$ cat src/rtl/esp32_prog_sequencer.sv
// ---------------------------------------------------------------------------
// esp32_prog_sequencer
//   Decodes the esptool auto-reset pattern arriving on the FTDI modem-control
//   lines and drives the ESP32 EN / GPIO0 pins. A programming entry (EN high
//   with GPIO0 low) starts a fixed hold window. During that window GPIO0 and
//   the SD_D0 strap are held low. Programming entries are counted for status
//   display.
//
// Parameters
//   C_sync_stages           synchroniser depth for ndtr, nrts and btn_boot_n (>=2)
//   C_prog_release_timeout  hold window is 2**C cycles
//
// Ports
//   clk_25MHz    in   main clock
//   rst_n        in   asynchronous reset, active-low
//   ftdi_ndtr    in   FTDI DTR#, asynchronous
//   ftdi_nrts    in   FTDI RTS#, asynchronous
//   btn_boot_n   in   boot button, asynchronous; 0 forces GPIO0 low in RUN
//   wifi_en      out  ESP32 EN, registered
//   wifi_gpio0   out  ESP32 GPIO0 strap, registered
//   strap_drive  out  1 = top drives sd_d[0] with strap_value
//   strap_value  out  level for sd_d[0] while strap_drive=1
//   prog_active  out  1 while the hold window is running
//   prog_count   out  programming entries, saturating at 255
// ---------------------------------------------------------------------------
module esp32_prog_sequencer #(
  parameter int C_sync_stages          = 2,
  parameter int C_prog_release_timeout = 17
) (
  input  logic       clk_25MHz,
  input  logic       rst_n,
  input  logic       ftdi_ndtr,
  input  logic       ftdi_nrts,
  input  logic       btn_boot_n,
  output logic       wifi_en,
  output logic       wifi_gpio0,
  output logic       strap_drive,
  output logic       strap_value,
  output logic       prog_active,
  output logic [7:0] prog_count
);

  localparam int CW = C_prog_release_timeout + 1;

  localparam logic [0:0] ST_RUN  = 1'b0;
  localparam logic [0:0] ST_HOLD = 1'b1;

  // Synchroniser: bit 2 = ndtr, bit 1 = nrts, bit 0 = boot button.
  // Every stage resets to 1, which matches the idle level of all three lines.
  logic [C_sync_stages-1:0][2:0] sync_reg;
  logic dtr_s, rts_s, btn_s;

  always_ff @(posedge clk_25MHz or negedge rst_n) begin
    if (!rst_n) begin
      sync_reg <= '1;
    end else begin
      sync_reg <= {sync_reg[C_sync_stages-2:0], {ftdi_ndtr, ftdi_nrts, btn_boot_n}};
    end
  end

  assign dtr_s = sync_reg[C_sync_stages-1][2];
  assign rts_s = sync_reg[C_sync_stages-1][1];
  assign btn_s = sync_reg[C_sync_stages-1][0];

  // Decode the synchronised pair into {en_d, io0_d}. The cross-wiring means
  // that only one of EN or GPIO0 can be pulled low at any time.
  logic [1:0] dec;
  logic       en_d, io0_d;

  always_comb begin
    case ({dtr_s, rts_s})
      2'b10:   dec = 2'b01;
      2'b01:   dec = 2'b10;
      default: dec = 2'b11;
    endcase
  end

  assign en_d  = dec[1];
  assign io0_d = dec[0];

  logic [1:0]    prev_dec_reg;
  logic [0:0]    state_reg, state_next;
  logic [CW-1:0] counter_reg, counter_next, counter_inc;
  logic [7:0]    count_next;
  logic          trigger;

  // Edge-detect entry into EN=1/GPIO0=0 so a held pattern counts only once.
  assign trigger     = (dec == 2'b10) && (prev_dec_reg != 2'b10);
  assign counter_inc = counter_reg + 1'b1;

  // Next-state logic. The output registers follow state_next, so
  // prog_active is high for exactly the cycles spent in HOLD. HOLD is left
  // on the edge where the incremented counter reaches its MSB. That edge
  // falls 2**C cycles after entry.
  always_comb begin
    state_next   = state_reg;
    counter_next = counter_reg;
    count_next   = prog_count;
    case (state_reg)
      ST_RUN: begin
        if (trigger) begin
          state_next   = ST_HOLD;
          counter_next = '0;
          count_next   = (prog_count == 8'hFF) ? prog_count : prog_count + 8'd1;
        end
      end
      default: begin
        if (dec == 2'b01) begin
          // EN pulled low: abort. This beats the timeout.
          state_next   = ST_RUN;
          counter_next = '0;
        end else if (trigger) begin
          // Retrigger: reload the window. This also beats the timeout.
          counter_next = '0;
          count_next   = (prog_count == 8'hFF) ? prog_count : prog_count + 8'd1;
        end else begin
          counter_next = counter_inc;
          if (counter_inc[CW-1]) begin
            state_next = ST_RUN;
          end
        end
      end
    endcase
  end

  always_ff @(posedge clk_25MHz or negedge rst_n) begin
    if (!rst_n) begin
      prev_dec_reg <= 2'b11;
      state_reg    <= ST_RUN;
      counter_reg  <= '0;
      prog_count   <= 8'd0;
      wifi_en      <= 1'b1;
      wifi_gpio0   <= 1'b1;
      strap_drive  <= 1'b0;
      strap_value  <= 1'b1;
      prog_active  <= 1'b0;
    end else begin
      prev_dec_reg <= dec;
      state_reg    <= state_next;
      counter_reg  <= counter_next;
      prog_count   <= count_next;
      wifi_en      <= en_d;
      if (state_next == ST_HOLD) begin
        wifi_gpio0  <= 1'b0;
        strap_drive <= 1'b1;
        strap_value <= 1'b0;
        prog_active <= 1'b1;
      end else begin
        wifi_gpio0  <= io0_d & btn_s;
        strap_drive <= 1'b0;
        prog_active <= 1'b0;
      end
    end
  end

endmodule
$ cat config.mk
export PLATFORM = sky130hd
export DESIGN_NAME = esp32_prog_sequencer
export DESIGN_NICKNAME = d
export VERILOG_FILES = /design/src/rtl/esp32_prog_sequencer.sv
export SDC_FILE = /design/constraint.sdc
export NUM_CORES = 1
export LEC_CHECK = 0
export CAP_MARGIN = 20
export CORE_MARGIN = 2
export CORE_UTILIZATION = 50
export CTS_CLUSTER_SIZE = 12
export DETAILED_ROUTE_END_ITERATION = 8
export PLACE_DENSITY = 0.75
export SYNTH_ARGS = -nofsm -noshare
export SYNTH_HDL_FRONTEND = slang
export SYNTH_SLANG_ARGS = --single-unit
export TNS_END_PERCENT = 20
$ cat constraint.sdc
create_clock -name clk_25MHz -period 1.79 [get_ports clk_25MHz]
set_clock_uncertainty 0.1 [all_clocks]
set_input_delay 0.179 -clock clk_25MHz [delete_from_list [all_inputs] [get_ports clk_25MHz]]
set_output_delay 0.179 -clock clk_25MHz [all_outputs]
set_load 0.05 [all_outputs]
; ---- Yosys cells after proc, flatten, opt, wreduce, memory -nomap -nowiden
; Index checks and enable logic that the tools add are counted.
[word_totals]
register_bits = 39
output_inout_bits = 13
input_bits = 5
[op_classes]
n_addsub = 2
reduce_logical = 2
n_mux = 16
n_eq_ne = 7
n_bitwise = 1
[ops]
columns = operator, count
row1 = 2-to-1 mux 18 bit, 4
row2 = 2-to-1 mux 8 bit, 4
row3 = "adder 18 x 1 -> 18 bit, second input constant", 1
row4 = "adder 8 x 1 -> 8 bit, second input constant", 1
row5 = "== test 8 bit, second input constant", 1
row6 = 2-to-1 mux 1 bit, 7
row7 = "== test 2 x 1 -> 1 bit, second input constant", 2
row8 = "== test 2 bit, second input constant", 2
row9 = "!= test 2 bit, second input constant", 2
row10 = one-hot mux 2 bit (2 select lines), 1
row11 = nonzero test 2 bit, 1
row12 = AND 1 bit, 1
row13 = logical AND 1 bit, 1

; ---- Logic depth before layout (Yosys ltp)
[depth]
depth_word = 8
mapped_depth = 7

; ---- Worst setup path after synthesis
; No wires, ideal clock.
[synth_timing]
kind = reg-to-reg
from = register prev_dec_reg[1]
to = register counter_reg[14]
t_arrival_ns = 1.801
slack_ns = -0.194
stages_incl_launch_ff = 8
path_cell_list = dfstp_2 -> nor2b_1 -> or2_2 -> and3_1 -> clkbuf_1 -> buf_2 -> nand3_1 -> o21ai_0
[synth_between]
elab_chain_len = 5
[synth_lines]
columns = item, line_no
row1 = "start, declared", 81  ; logic [1:0] prev_dec_reg;
row2 = "start signal, assigned", 128  ; prev_dec_reg <= 2'b11;
row3 = "start signal, assigned", 138  ; prev_dec_reg <= dec;
row4 = != test 2 bit *, 88  ; assign trigger = (dec == 2'b10) && (prev_dec_reg != 2'b10);
row5 = logical AND 1 bit *, 88
row6 = 2-to-1 mux 18 bit, 112  ; end else if (trigger) begin
row7 = 2-to-1 mux 18 bit, 108  ; if (dec == 2'b01) begin
row8 = 2-to-1 mux 18 bit, 99  ; case (state_reg)
row9 = "end signal, assigned", 140  ; counter_reg <= counter_next;
row10 = "end, declared", 83  ; logic [CW-1:0] counter_reg, counter_next, counter_inc;
; Mark *: on every way between the ends. The rest lies on a longest branch, timed or not.
; A chain may end at the register's enable or synchronous reset.

; ---- Worst setup path in the final report
[layout_timing]
from = register counter_reg[1]
to = register counter_reg[15]
[layout_between]
elab_chain_len = 4
[layout_lines]
columns = item, line_no
row1 = adder 18 x 1 -> 18 bit, 89  ; assign counter_inc = counter_reg + 1'b1;
row2 = 2-to-1 mux 18 bit, 112
row3 = 2-to-1 mux 18 bit, 108
row4 = 2-to-1 mux 18 bit, 99
; No other way between the ends.

==> results.cfg <==
[status]
result_of_the_run = complete, no violations

[logic_synthesis]
yosys.cell_types.count = 33
yosysTopAreaCell = sky130_fd_sc_hd__dfrtp_1
yosys_register_bits = 37
netlist.area_leader.share_pct = 39.9
syn_inst = 167
syn-cell-area_sq_um = 1690
mappedNetlistNets = 174
ys_seq_area_share_pct = 55.4
yosys_warnings = 0
syn_avg_cell_area_sq_um = 10.1
netlist_top_cells_area = sky130_fd_sc_hd__dfrtp_1 40%, sky130_fd_sc_hd__dfstp_2 16%, sky130_fd_sc_hd__o21ai_0 7.4%

[setup_path]
worst_ep_arrival_time_ps = 1920
worst_setup_path_end_kind = flip-flop
crit_path_max_fanout = 4
start_kind = flip-flop
path_class = reg -> reg
required_ps = 1960

[die]
design.die.area_sq_um = 3870
die-height_um = 62.2
placementRows = 21
die_width_um = 62.2
initial_utilization_pct = 51.5
design.portCount = 18
coreArea_sq_um = 3280

[placement]
hpwl_um = 2290
placed_cells_incl_taps = 235
port-buffer-count = 17
final_gp_congestion = 0.768
detailed_place.area_sq_um = 1980

[grt]
grt_overflow = 0
grt_pass1_vias = 1341
grt_first_pass_wirelength_um = 5990
gr-usage-all-layers_pct = 19.6
antenna_found_initial = 0
grt_max_degree = 38

[clock_network]
cts-buffers-inserted = 5
h_tree_levels = 2
cts_num_sinks = 37
cts_hold_buffers = 0
cts-root-to-sink-buffers = 2
cts_root_buffer = sky130_fd_sc_hd__clkbuf_4
insertion_delay_ps = 340
clock_tree_from_tritoncts = built
clkSlewWorstSetupHoldPaths_ps = 110

[sta]
timing.setup.tns_ps = 0
part_of_the_cycle_the_worst_path_needs_pct = 97.5
finalHoldWorstSlack_ps = 132
clock.fmax_mhz = 573
slew_limit_headroom_pct = 69.7
hold_viol_final = 0
setup_violations = 0
grt_setup_unrepaired = true
tightest_slew_ps = 454
maxSlewViolCount = 0
min_period_ps = 1750

[final_layout]
synthToLayoutAreaGrowth_pct = 22.6
layout.cells.most_common = sky130_fd_sc_hd__dfrtp_1
fill_cells = 276
largest_register_ffs = 18
final_cell_mix = 25 x sky130_fd_sc_hd__dfrtp_1, 24 x sky130_fd_sc_hd__buf_4, 23 x sky130_fd_sc_hd__o21ai_0
post-route-cell-area_sq_um = 2080
post_layout_nonfiller_instances = 245
n_antenna_cell = 0
design.final.nets = 205
fraction_of_final_layout_cells_with_drive_strength_greater_than_1_pct = 27.6

[detailed_routing]
route.detailed.wl_per_inst_um = 14.1
remaining_antenna_violation_count_after_routing = 0
via_count = 1359
vias_per_cell = 5.55
postRouteWirelength_um = 3450
drt_iter0_drc = 47
remaining_drc_errors = 0
dr.pass1.iters = 4

[power]
switching_share_pct = 38.2
power.static_leakage_nw = 0.908
power-per-cell-area_nw_per_um2 = 1040
share_clk_of_total_power_pct = 19.3
vdd.ir_drop.worst_v = 0.000625
post-layout-total-power_mw = 2.16
share_comb_of_total_power_pct = 32.3
cellInternalPower_mw = 1.33
p_sw_mw = 0.825
pwr-share-seq_pct = 48.4

[job]
maxCapViolCount = 0

[min_path]
min_path_type = in -> reg
per-layer routing:
| metal | global-route usage [%] | part of all wire, % | vias to the layer above |
|---|---|---|---|
| met1 | 23.7 | 42 | 658 |
| met3 | 6.16 | 4.5 | 4 |
| met2 | 33.6 | 53 | 33 |
| li1 | - | - | 664 |
| met4 | 6.11 | 1.2 | 0 |
| met5 | 0 | 0 | - |
stage by stage:
| stage | setup WS (ps) | utilization (%) |
|---|---|---|
| final | 44.4 | 63.2 |
| after global routing | -42.4 | 63.2 |
| after CTS | 0.602 | 62.2 |
| after detailed placement | -29.0 | 60.4 |
| after global placement | 55.1 | 60.4 |
| after floorplan | -24.7 | - |
power by group through the flow:
stage	logic [mW]	registers, mW	clock network [mW]
global route	0.753	1.06	0.475
finish	0.696	1.05	0.417
detailed placement	0.661	1.06	0
global placement	0.648	1.05	0
floorplan	0.249	1.24	0
CTS	0.665	1.05	0.435
synthesized netlist by cell type:
library cell / instances
sky130_fd_sc_hd__and3_1: 4
sky130_fd_sc_hd__dfstp_2: 10
sky130_fd_sc_hd__or2_2: 1
sky130_fd_sc_hd__nand4_1: 5
sky130_fd_sc_hd__nand3_1: 13
sky130_fd_sc_hd__clkbuf_1: 3
sky130_fd_sc_hd__inv_1: 3
sky130_fd_sc_hd__nor3_1: 2
sky130_fd_sc_hd__buf_2: 1
sky130_fd_sc_hd__a21oi_1: 9
sky130_fd_sc_hd__nand2b_1: 1
sky130_fd_sc_hd__or2_0: 1
sky130_fd_sc_hd__ha_1: 2
sky130_fd_sc_hd__a22o_1: 1
sky130_fd_sc_hd__or3_1: 3
sky130_fd_sc_hd__and2_1: 1
sky130_fd_sc_hd__nand4_2: 1
sky130_fd_sc_hd__o211ai_2: 1
sky130_fd_sc_hd__nor2b_1: 3
sky130_fd_sc_hd__o21a_1: 1
sky130_fd_sc_hd__xor2_1: 3
sky130_fd_sc_hd__dfrtp_1: 27
sky130_fd_sc_hd__a31oi_1: 5
sky130_fd_sc_hd__o21ai_0: 25
sky130_fd_sc_hd__nand2b_4: 1
sky130_fd_sc_hd__o31ai_1: 3
sky130_fd_sc_hd__xnor2_1: 5
sky130_fd_sc_hd__nor2_1: 7
sky130_fd_sc_hd__and4_1: 4
sky130_fd_sc_hd__buf_4: 2
sky130_fd_sc_hd__nand2_1: 17
sky130_fd_sc_hd__a311oi_1: 1
sky130_fd_sc_hd__nor3_2: 1
final timing paths:
| path | slack, ps | end | from | cells after the start |
|---|---|---|---|---|
| min reg2reg | 260 | dtr_s | sync_reg[2] | 0 |
| max | 40 | counter_reg[15] | counter_reg[1] | 5 |
| min | 130 | sync_reg[2] | ftdi_ndtr | 1 |
| max in group asynchronous | 1090 | counter_reg[11] | rst_n | 2 |
| min in group asynchronous | 140 | prog_count[0] | rst_n | 2 |
| max reg2reg | 40 | counter_reg[15] | counter_reg[1] | 5 |
what timing repair did:
item                                   in CTS  in global routing
endpoints found under the hold margin       0                  0
gates resized for setup                     2                  5
setup buffers                               0                  2
pin swaps                                   0                  1
setup endpoints to repair                  11                 10
worst max-delay path, cell delays in order, from the launching register on:
cell	delay [ps]
sky130_fd_sc_hd__dfrtp_1	420
sky130_fd_sc_hd__nand4_1	140
sky130_fd_sc_hd__or3_4	400
sky130_fd_sc_hd__or2_0	240
sky130_fd_sc_hd__or3_1	300
sky130_fd_sc_hd__o21ai_0	70
final cells by class:
type	instances	area, sq um	area share, %
flip-flops and latches	37	941	45.3
inverters	3	11.3	0.542
clock inverters	2	10.0	0.482
clock buffers	6	41.3	1.99
multi-input cells	121	754	36.3
repair buffers	30	260	12.5
well taps	46	57.6	2.77
cells by family after synthesis:
kind of cell	Yosys count	synth area share (%)
and+or+nand+nor	65	21.0
xor gates and xnor gates	8	4.14
buffers and inverters	9	2.51
DFF	37	55.4
AOI/OAI and AO/OA	46	15.4
adders and majority gates	2	1.48
Note: power is estimated with default switching activity, not from simulation.
